## config.mk

```make
export PLATFORM = sky130hd
export DESIGN_NAME = out_mem_reader_flat
export DESIGN_NICKNAME = d
export VERILOG_FILES = /design/src/rtl/out_mem_reader_pkg.sv /design/src/rtl/out_mem_reader_if.sv /design/src/rtl/out_mem_reader_word_serializer.sv /design/src/rtl/out_mem_reader.sv /design/src/flat_wrapper.sv
export SDC_FILE = /design/constraint.sdc
export NUM_CORES = 1
export LEC_CHECK = 0
export CAP_MARGIN = 20
export CORE_MARGIN = 10
export CORE_UTILIZATION = 54
export CTS_CLUSTER_DIAMETER = 50
export CTS_CLUSTER_SIZE = 28
export DETAILED_ROUTE_END_ITERATION = 8
export PLACE_DENSITY_LB_ADDON = 0.15
export SLEW_MARGIN = 20
export SYNTH_ARGS = -nofsm -noshare
export SYNTH_HDL_FRONTEND = slang
export SYNTH_SLANG_ARGS = --single-unit
```

## constraint.sdc

```tcl
create_clock -name clk -period 4.15 [get_ports clk]
set_input_delay 0.6225 -clock clk [delete_from_list [all_inputs] [get_ports clk]]
set_output_delay 0.6225 -clock clk [all_outputs]
set_load 0.01 [all_outputs]
```

## src/rtl/out_mem_reader_pkg.sv

```systemverilog
// Shared types and derived constants for the output-memory drain path.
// Words are serialised MSB-first into byte_width-wide stream beats.
package out_mem_pkg;

    typedef enum logic [1:0] {
        IDLE  = 2'd0,
        FETCH = 2'd1,
        SEND  = 2'd2,
        DONE  = 2'd3
    } state_t;

    localparam int OUTPUT_MEMORY_WORD_SIZE = 32;
    localparam int OUTPUT_ADDRESS          = 3;
    localparam int BYTE_WIDTH              = 8;

    function automatic int bytes_per_word(input int word_size, input int byte_w);
        return word_size / byte_w;
    endfunction

    // Sized to hold bytes_per_word itself, so the counter cannot wrap inside a word.
    function automatic int count_width(input int bpw);
        return $clog2(bpw + 1);
    endfunction

    localparam int BYTES_PER_WORD = bytes_per_word(OUTPUT_MEMORY_WORD_SIZE, BYTE_WIDTH);
    localparam int LAST_ADDR      = (2 ** OUTPUT_ADDRESS) - 1;

endpackage

```

## src/rtl/out_mem_reader_if.sv

```systemverilog
// Byte stream from the output-memory reader to its consumer (valid/ready).
interface out_mem_reader_if #(
    parameter int byte_width = 8
);
    logic [byte_width-1:0] tx_data;
    logic                  tx_valid;
    logic                  tx_ready;
    logic                  tx_last;

    modport master (output tx_data, output tx_valid, output tx_last, input  tx_ready);
    modport slave  (input  tx_data, input  tx_valid, input  tx_last, output tx_ready);
endinterface

```

## src/rtl/out_mem_reader_word_serializer.sv

```systemverilog
// Parallel-load shift register that presents one word as a sequence of bytes,
// most-significant byte first, with a per-word byte counter.
module word_serializer
    import out_mem_pkg::*;
#(
    parameter int word_size  = 32,
    parameter int byte_width = 8,
    parameter int cnt_w      = count_width(bytes_per_word(word_size, byte_width))
) (
    input  logic                  clk,
    input  logic                  rst,
    input  logic                  load,
    input  logic                  shift,
    input  logic [word_size-1:0]  word,
    output logic [byte_width-1:0] byte_out,
    output logic [cnt_w-1:0]      byte_count,
    output logic                  last_byte
);
    localparam int bpw = bytes_per_word(word_size, byte_width);
    localparam logic [cnt_w-1:0] cnt_last = cnt_w'(bpw - 1);

    logic [word_size-1:0] shift_r;
    logic [cnt_w-1:0]     cnt_r;

    // Shift register and byte counter: load wins over shift.
    always_ff @(posedge clk or negedge rst) begin
        if (!rst) begin
            shift_r <= '0;
            cnt_r   <= '0;
        end else if (load) begin
            shift_r <= word;
            cnt_r   <= '0;
        end else if (shift) begin
            shift_r <= shift_r << byte_width;
            cnt_r   <= cnt_r + cnt_w'(1);
        end else begin
            shift_r <= shift_r;
            cnt_r   <= cnt_r;
        end
    end

    assign byte_out   = shift_r[word_size-1 -: byte_width];
    assign byte_count = cnt_r;
    assign last_byte  = (cnt_r == cnt_last);

endmodule

```

## src/rtl/out_mem_reader.sv

```systemverilog
// Drains the output memory in ascending address order and streams every word
// out as bytes; one start request drains all 2**output_address words.
module out_mem_reader
    import out_mem_pkg::*;
#(
    parameter int output_memory_word_size = 32,
    parameter int output_address          = 3,
    parameter int byte_width              = 8
) (
    input  logic                               clk,
    input  logic                               rst,
    input  logic                               start,
    output logic                               busy,
    output logic                               done,
    output logic [output_address-1:0]          mem_address,
    input  logic [output_memory_word_size-1:0] mem_word,
    out_mem_reader_if.master                   tx
);
    localparam int bpw   = bytes_per_word(output_memory_word_size, byte_width);
    localparam int cnt_w = count_width(bpw);
    localparam logic [output_address-1:0] last_addr   = '1;
    localparam logic [cnt_w-1:0]          cnt_penult  = cnt_w'(bpw - 2);

    state_t                    state_r;
    logic [output_address-1:0] addr_r;
    logic                      busy_r;
    logic                      done_r;
    logic                      tx_valid_r;
    logic                      tx_last_r;

    logic                      load_s;
    logic                      handshake_s;
    logic [byte_width-1:0]     byte_s;
    logic [cnt_w-1:0]          byte_count_s;
    logic                      last_byte_s;

    assign load_s      = (state_r == FETCH);
    assign handshake_s = (state_r == SEND) && tx_valid_r && tx.tx_ready;

    word_serializer #(
        .word_size  (output_memory_word_size),
        .byte_width (byte_width),
        .cnt_w      (cnt_w)
    ) u_serializer (
        .clk        (clk),
        .rst        (rst),
        .load       (load_s),
        .shift      (handshake_s),
        .word       (mem_word),
        .byte_out   (byte_s),
        .byte_count (byte_count_s),
        .last_byte  (last_byte_s)
    );

    // Control FSM: owns the address counter, status flags and stream qualifiers.
    always_ff @(posedge clk or negedge rst) begin
        if (!rst) begin
            state_r    <= IDLE;
            addr_r     <= '0;
            busy_r     <= 1'b0;
            done_r     <= 1'b0;
            tx_valid_r <= 1'b0;
            tx_last_r  <= 1'b0;
        end else begin
            case (state_r)
                IDLE: begin
                    done_r <= 1'b0;
                    if (start) begin
                        addr_r  <= '0;
                        busy_r  <= 1'b1;
                        state_r <= FETCH;
                    end else begin
                        state_r <= IDLE;
                    end
                end
                FETCH: begin
                    tx_valid_r <= 1'b1;
                    tx_last_r  <= (addr_r == last_addr) && (bpw == 1);
                    state_r    <= SEND;
                end
                SEND: begin
                    if (handshake_s) begin
                        if (last_byte_s) begin
                            tx_valid_r <= 1'b0;
                            tx_last_r  <= 1'b0;
                            if (addr_r == last_addr) begin
                                busy_r  <= 1'b0;
                                done_r  <= 1'b1;
                                state_r <= DONE;
                            end else begin
                                addr_r  <= addr_r + output_address'(1);
                                state_r <= FETCH;
                            end
                        end else begin
                            // Flag goes up with the beat that becomes the final byte.
                            tx_last_r <= (addr_r == last_addr) && (byte_count_s == cnt_penult);
                        end
                    end else begin
                        state_r <= SEND;
                    end
                end
                DONE: begin
                    done_r  <= 1'b0;
                    state_r <= IDLE;
                end
                default: begin
                    busy_r     <= 1'b0;
                    done_r     <= 1'b0;
                    tx_valid_r <= 1'b0;
                    tx_last_r  <= 1'b0;
                    state_r    <= IDLE;
                end
            endcase
        end
    end

    assign busy        = busy_r;
    assign done        = done_r;
    assign mem_address = addr_r;
    assign tx.tx_data  = byte_s;
    assign tx.tx_valid = tx_valid_r;
    assign tx.tx_last  = tx_last_r;

endmodule

```

## src/flat_wrapper.sv

```systemverilog
// flat-port wrapper written by rule: the top's interface ports become plain ports
module out_mem_reader_flat import out_mem_pkg::*;
#(
    parameter int output_memory_word_size = 32,
    parameter int output_address          = 3,
    parameter int byte_width              = 8
)
  (clk, rst, start, busy, done, mem_address, mem_word, tx_tx_data, tx_tx_valid, tx_tx_last, tx_tx_ready);
  out_mem_reader_if #(.byte_width(byte_width)) tx_i ();
  input  logic clk;
  input  logic rst;
  input  logic start;
  output logic busy;
  output logic done;
  output logic [output_address-1:0] mem_address;
  input  logic [output_memory_word_size-1:0] mem_word;
  output wire logic [$bits(tx_i.tx_data)-1:0] tx_tx_data;
  output wire logic [$bits(tx_i.tx_valid)-1:0] tx_tx_valid;
  output wire logic [$bits(tx_i.tx_last)-1:0] tx_tx_last;
  input wire logic [$bits(tx_i.tx_ready)-1:0] tx_tx_ready;
  assign tx_tx_data = tx_i.tx_data;
  assign tx_tx_valid = tx_i.tx_valid;
  assign tx_tx_last = tx_i.tx_last;
  assign tx_i.tx_ready = tx_tx_ready;
  out_mem_reader #(.output_memory_word_size(output_memory_word_size), .output_address(output_address), .byte_width(byte_width)) u_core (.clk(clk), .rst(rst), .start(start), .busy(busy), .done(done), .mem_address(mem_address), .mem_word(mem_word), .tx(tx_i));
endmodule
```

==> results_dict.tcl <==
set metrics [dict create \
    vdd_ir_drop_max_mv 0.402 \
    fin_skew_ns 0.00520 \
    syn2layout_area_growth_pct 24.2 \
    crit_type "reg -> reg" \
    startpoint_type "flop" \
    grt_setup_unrepaired "no" \
    crit_fanout 15 \
    grt_use_total 0.131 \
    cts_root_buffer "clkbuf_8" \
    gp_congestion 0.775 \
    clk_pin_slew_worst_paths_ns 0.09 \
    ys_ff_latch 44 \
    status "completed" \
    syn_nets 278 \
    synth_top_area_share 0.484 \
    hold_class "in -> async" \
    antenna_found_initial 0 \
    maxSlewViolCount 0 \
    die_w_um 84.9 \
    cap_violations 0 \
    die_area_um2 7210 \
    finalCriticalPeriod_ns 2.38 \
    cts-buffers-inserted 5 \
    h-tree-depth 2 \
    final_area_um2 2830 \
    placed_area_um2 2680 \
    cts_setup_buffers 0 \
    die_height_um 84.9 \
    grt_pass1_wl_um 8050 \
    drive_gt1_frac 0.0593 \
    worst_pin_slew_ns 0.657 \
    tns_ns 0 \
    grt_max_degree 69 \
    cts_buffer_depth 2 \
    setup_viol 0 \
    yosysWarnings 0 \
    start_util 0.565 \
    cts_tree "done" \
    fin_nets 315 \
    wl_per_cell_um 14.5 \
    netlist_area_um2 2280 \
    grt_pass1_vias 1769 \
    viasPerCell 5.28 \
    yosysSeqAreaShare 0.484 \
    r2r_slack_ns 1.77 \
    pre_cts_ws_ns 1.52 \
    drt-initial-drc-count 60 \
    setup_ws_ns 1.77 \
    postRouteWirelength_um 4630 \
    grt_overflow 0 \
    io_pins 51 \
    antenna_left 0 \
    clock_latency_ns 0.29 \
    first_pass_iters 4 \
    cp.arrival_ns 2.53 \
    ctsHoldBuffers 0 \
    final.fill_count 331 \
    power.leakage_uw 0.00125 \
    cp-end-kind "flop" \
    max-slew-margin-rel 0.562 \
    synth_cells 232 \
    fmax_ghz 0.421 \
    syn_avg_cell_area_um2 9.81 \
    antennaDiodeCount 0 \
    final-hold-violation-count 0 \
    io_buffers 50 \
    cp.required_ns 4.30 \
    core_um2 4030 \
    cts.sinks 44 \
    final_cell_mix "nand2_1, clkdlybuf4s50_1, dfrtp_1" \
    drc 0 \
    min_period_over_period 0.573 \
    vias 1690 \
    p_per_area_nw_per_um2 592 \
    final_common_cell "nand2_1" \
    yosys.area.top_type "dfrtp_1" \
    cts_resized 0 \
    ys_top_cells_by_area "dfrtp_1, mux2i_1, nand2_1, o21ai_1, ha_1" \
    ys_types 30 \
    num_rows 23 \
    dp.final_hpwl_um 3220 \
]
final timing paths:
kind	start	end	depth (start not counted)
setup / recovery	u_core.state_r[0]	u_core.u_serializer.shift_r[22]	6
hold / removal	rst	u_core.u_serializer.shift_r[18]	1
setup reg to reg	u_core.state_r[0]	u_core.u_serializer.shift_r[22]	6
hold reg to reg	u_core.u_serializer.shift_r[1]	u_core.u_serializer.shift_r[1]	2
max in group asynchronous	rst	u_core.u_serializer.shift_r[17]	2
min in group clk	u_core.u_serializer.shift_r[1]	u_core.u_serializer.shift_r[1]	2
worst max-delay path, cell delays in order, from the launching register on:
cell and delay, ns:
dfrtp_1 0.44, inv_1 0.12, ha_1 0.48, and3_1 0.68, buf_6 0.25, mux2i_1 0.20, o21ai_1 0.08
synthesized netlist by cell type:
cell type / number
nand2_1: 51
dfrtp_1: 44
o21ai_1: 37
mux2i_1: 24
ha_1: 10
buf_4: 9
inv_1: 7
buf_2: 5
clkbuf_1: 5
o21ai_0: 5
a21oi_1: 4
nand4_1: 4
nand2b_1: 3
o211ai_1: 3
buf_6: 2
nand3_1: 2
nand3_2: 2
nor2_1: 2
nor2b_1: 2
and3_1: 1
and4b_1: 1
buf_12: 1
buf_8: 1
mux2_4: 1
nand3b_1: 1
nand4b_1: 1
nor3_1: 1
o311ai_1: 1
or3_1: 1
xnor2_1: 1
cells by family after synthesis:
family | synth area share
AO/OA/AOI/OAI | 0.115
XOR/XNOR | 0.00385
adder cells (fa/ha/maj) | 0.0550
buffers and inverters | 0.0858
flip-flops | 0.484
multiplexers | 0.112
AND/OR/NAND/NOR | 0.145
report_power, final:
group	switching, µW	internal (µW)
Combinational	353	302
Sequential	99.0	596
Clock	147	178
through the flow:
stage,instances,utilization,hold slack [ns],total power (µW)
after floorplan,232,-,0.327,1200
after global placement,310,0.664,0.492,1330
after detailed placement,310,0.664,0.502,1360
after CTS,318,0.692,0.521,1680
after global routing,320,0.702,0.210,1810
final,320,0.702,0.194,1680
registers in the layout, indices dropped and copies added, names as in the netlist:
register / count
u_core.done: 1
u_core.tx.tx_valid: 1
u_core.u_serializer.shift_r: 32
u_core.state_r: 2
u_core.mem_address: 3
u_core.tx.tx_last: 1
u_core.u_serializer.byte_count: 3
u_core.busy: 1
layout make-up:
type,instances,area (µm²),area share
inverter,7,26.3,0.00929
timing repair buffer,53,534,0.189
tap,50,62.6,0.0221
multi-input combinational,158,992,0.351
clock buffer,5,68.8,0.0243
clock inverter,3,42.5,0.0150
sequential,44,1100,0.389
metal layers:
layer / vias up / share of wire / GRT usage
li1: 856 / - / -
met4: 0 / 0.0080 / 0.0359
met1: 801 / 0.46 / 0.152
met5: - / 0 / 0
met3: 4 / 0.038 / 0.0363
met2: 29 / 0.50 / 0.228
Power figures use the tool's default switching activity.
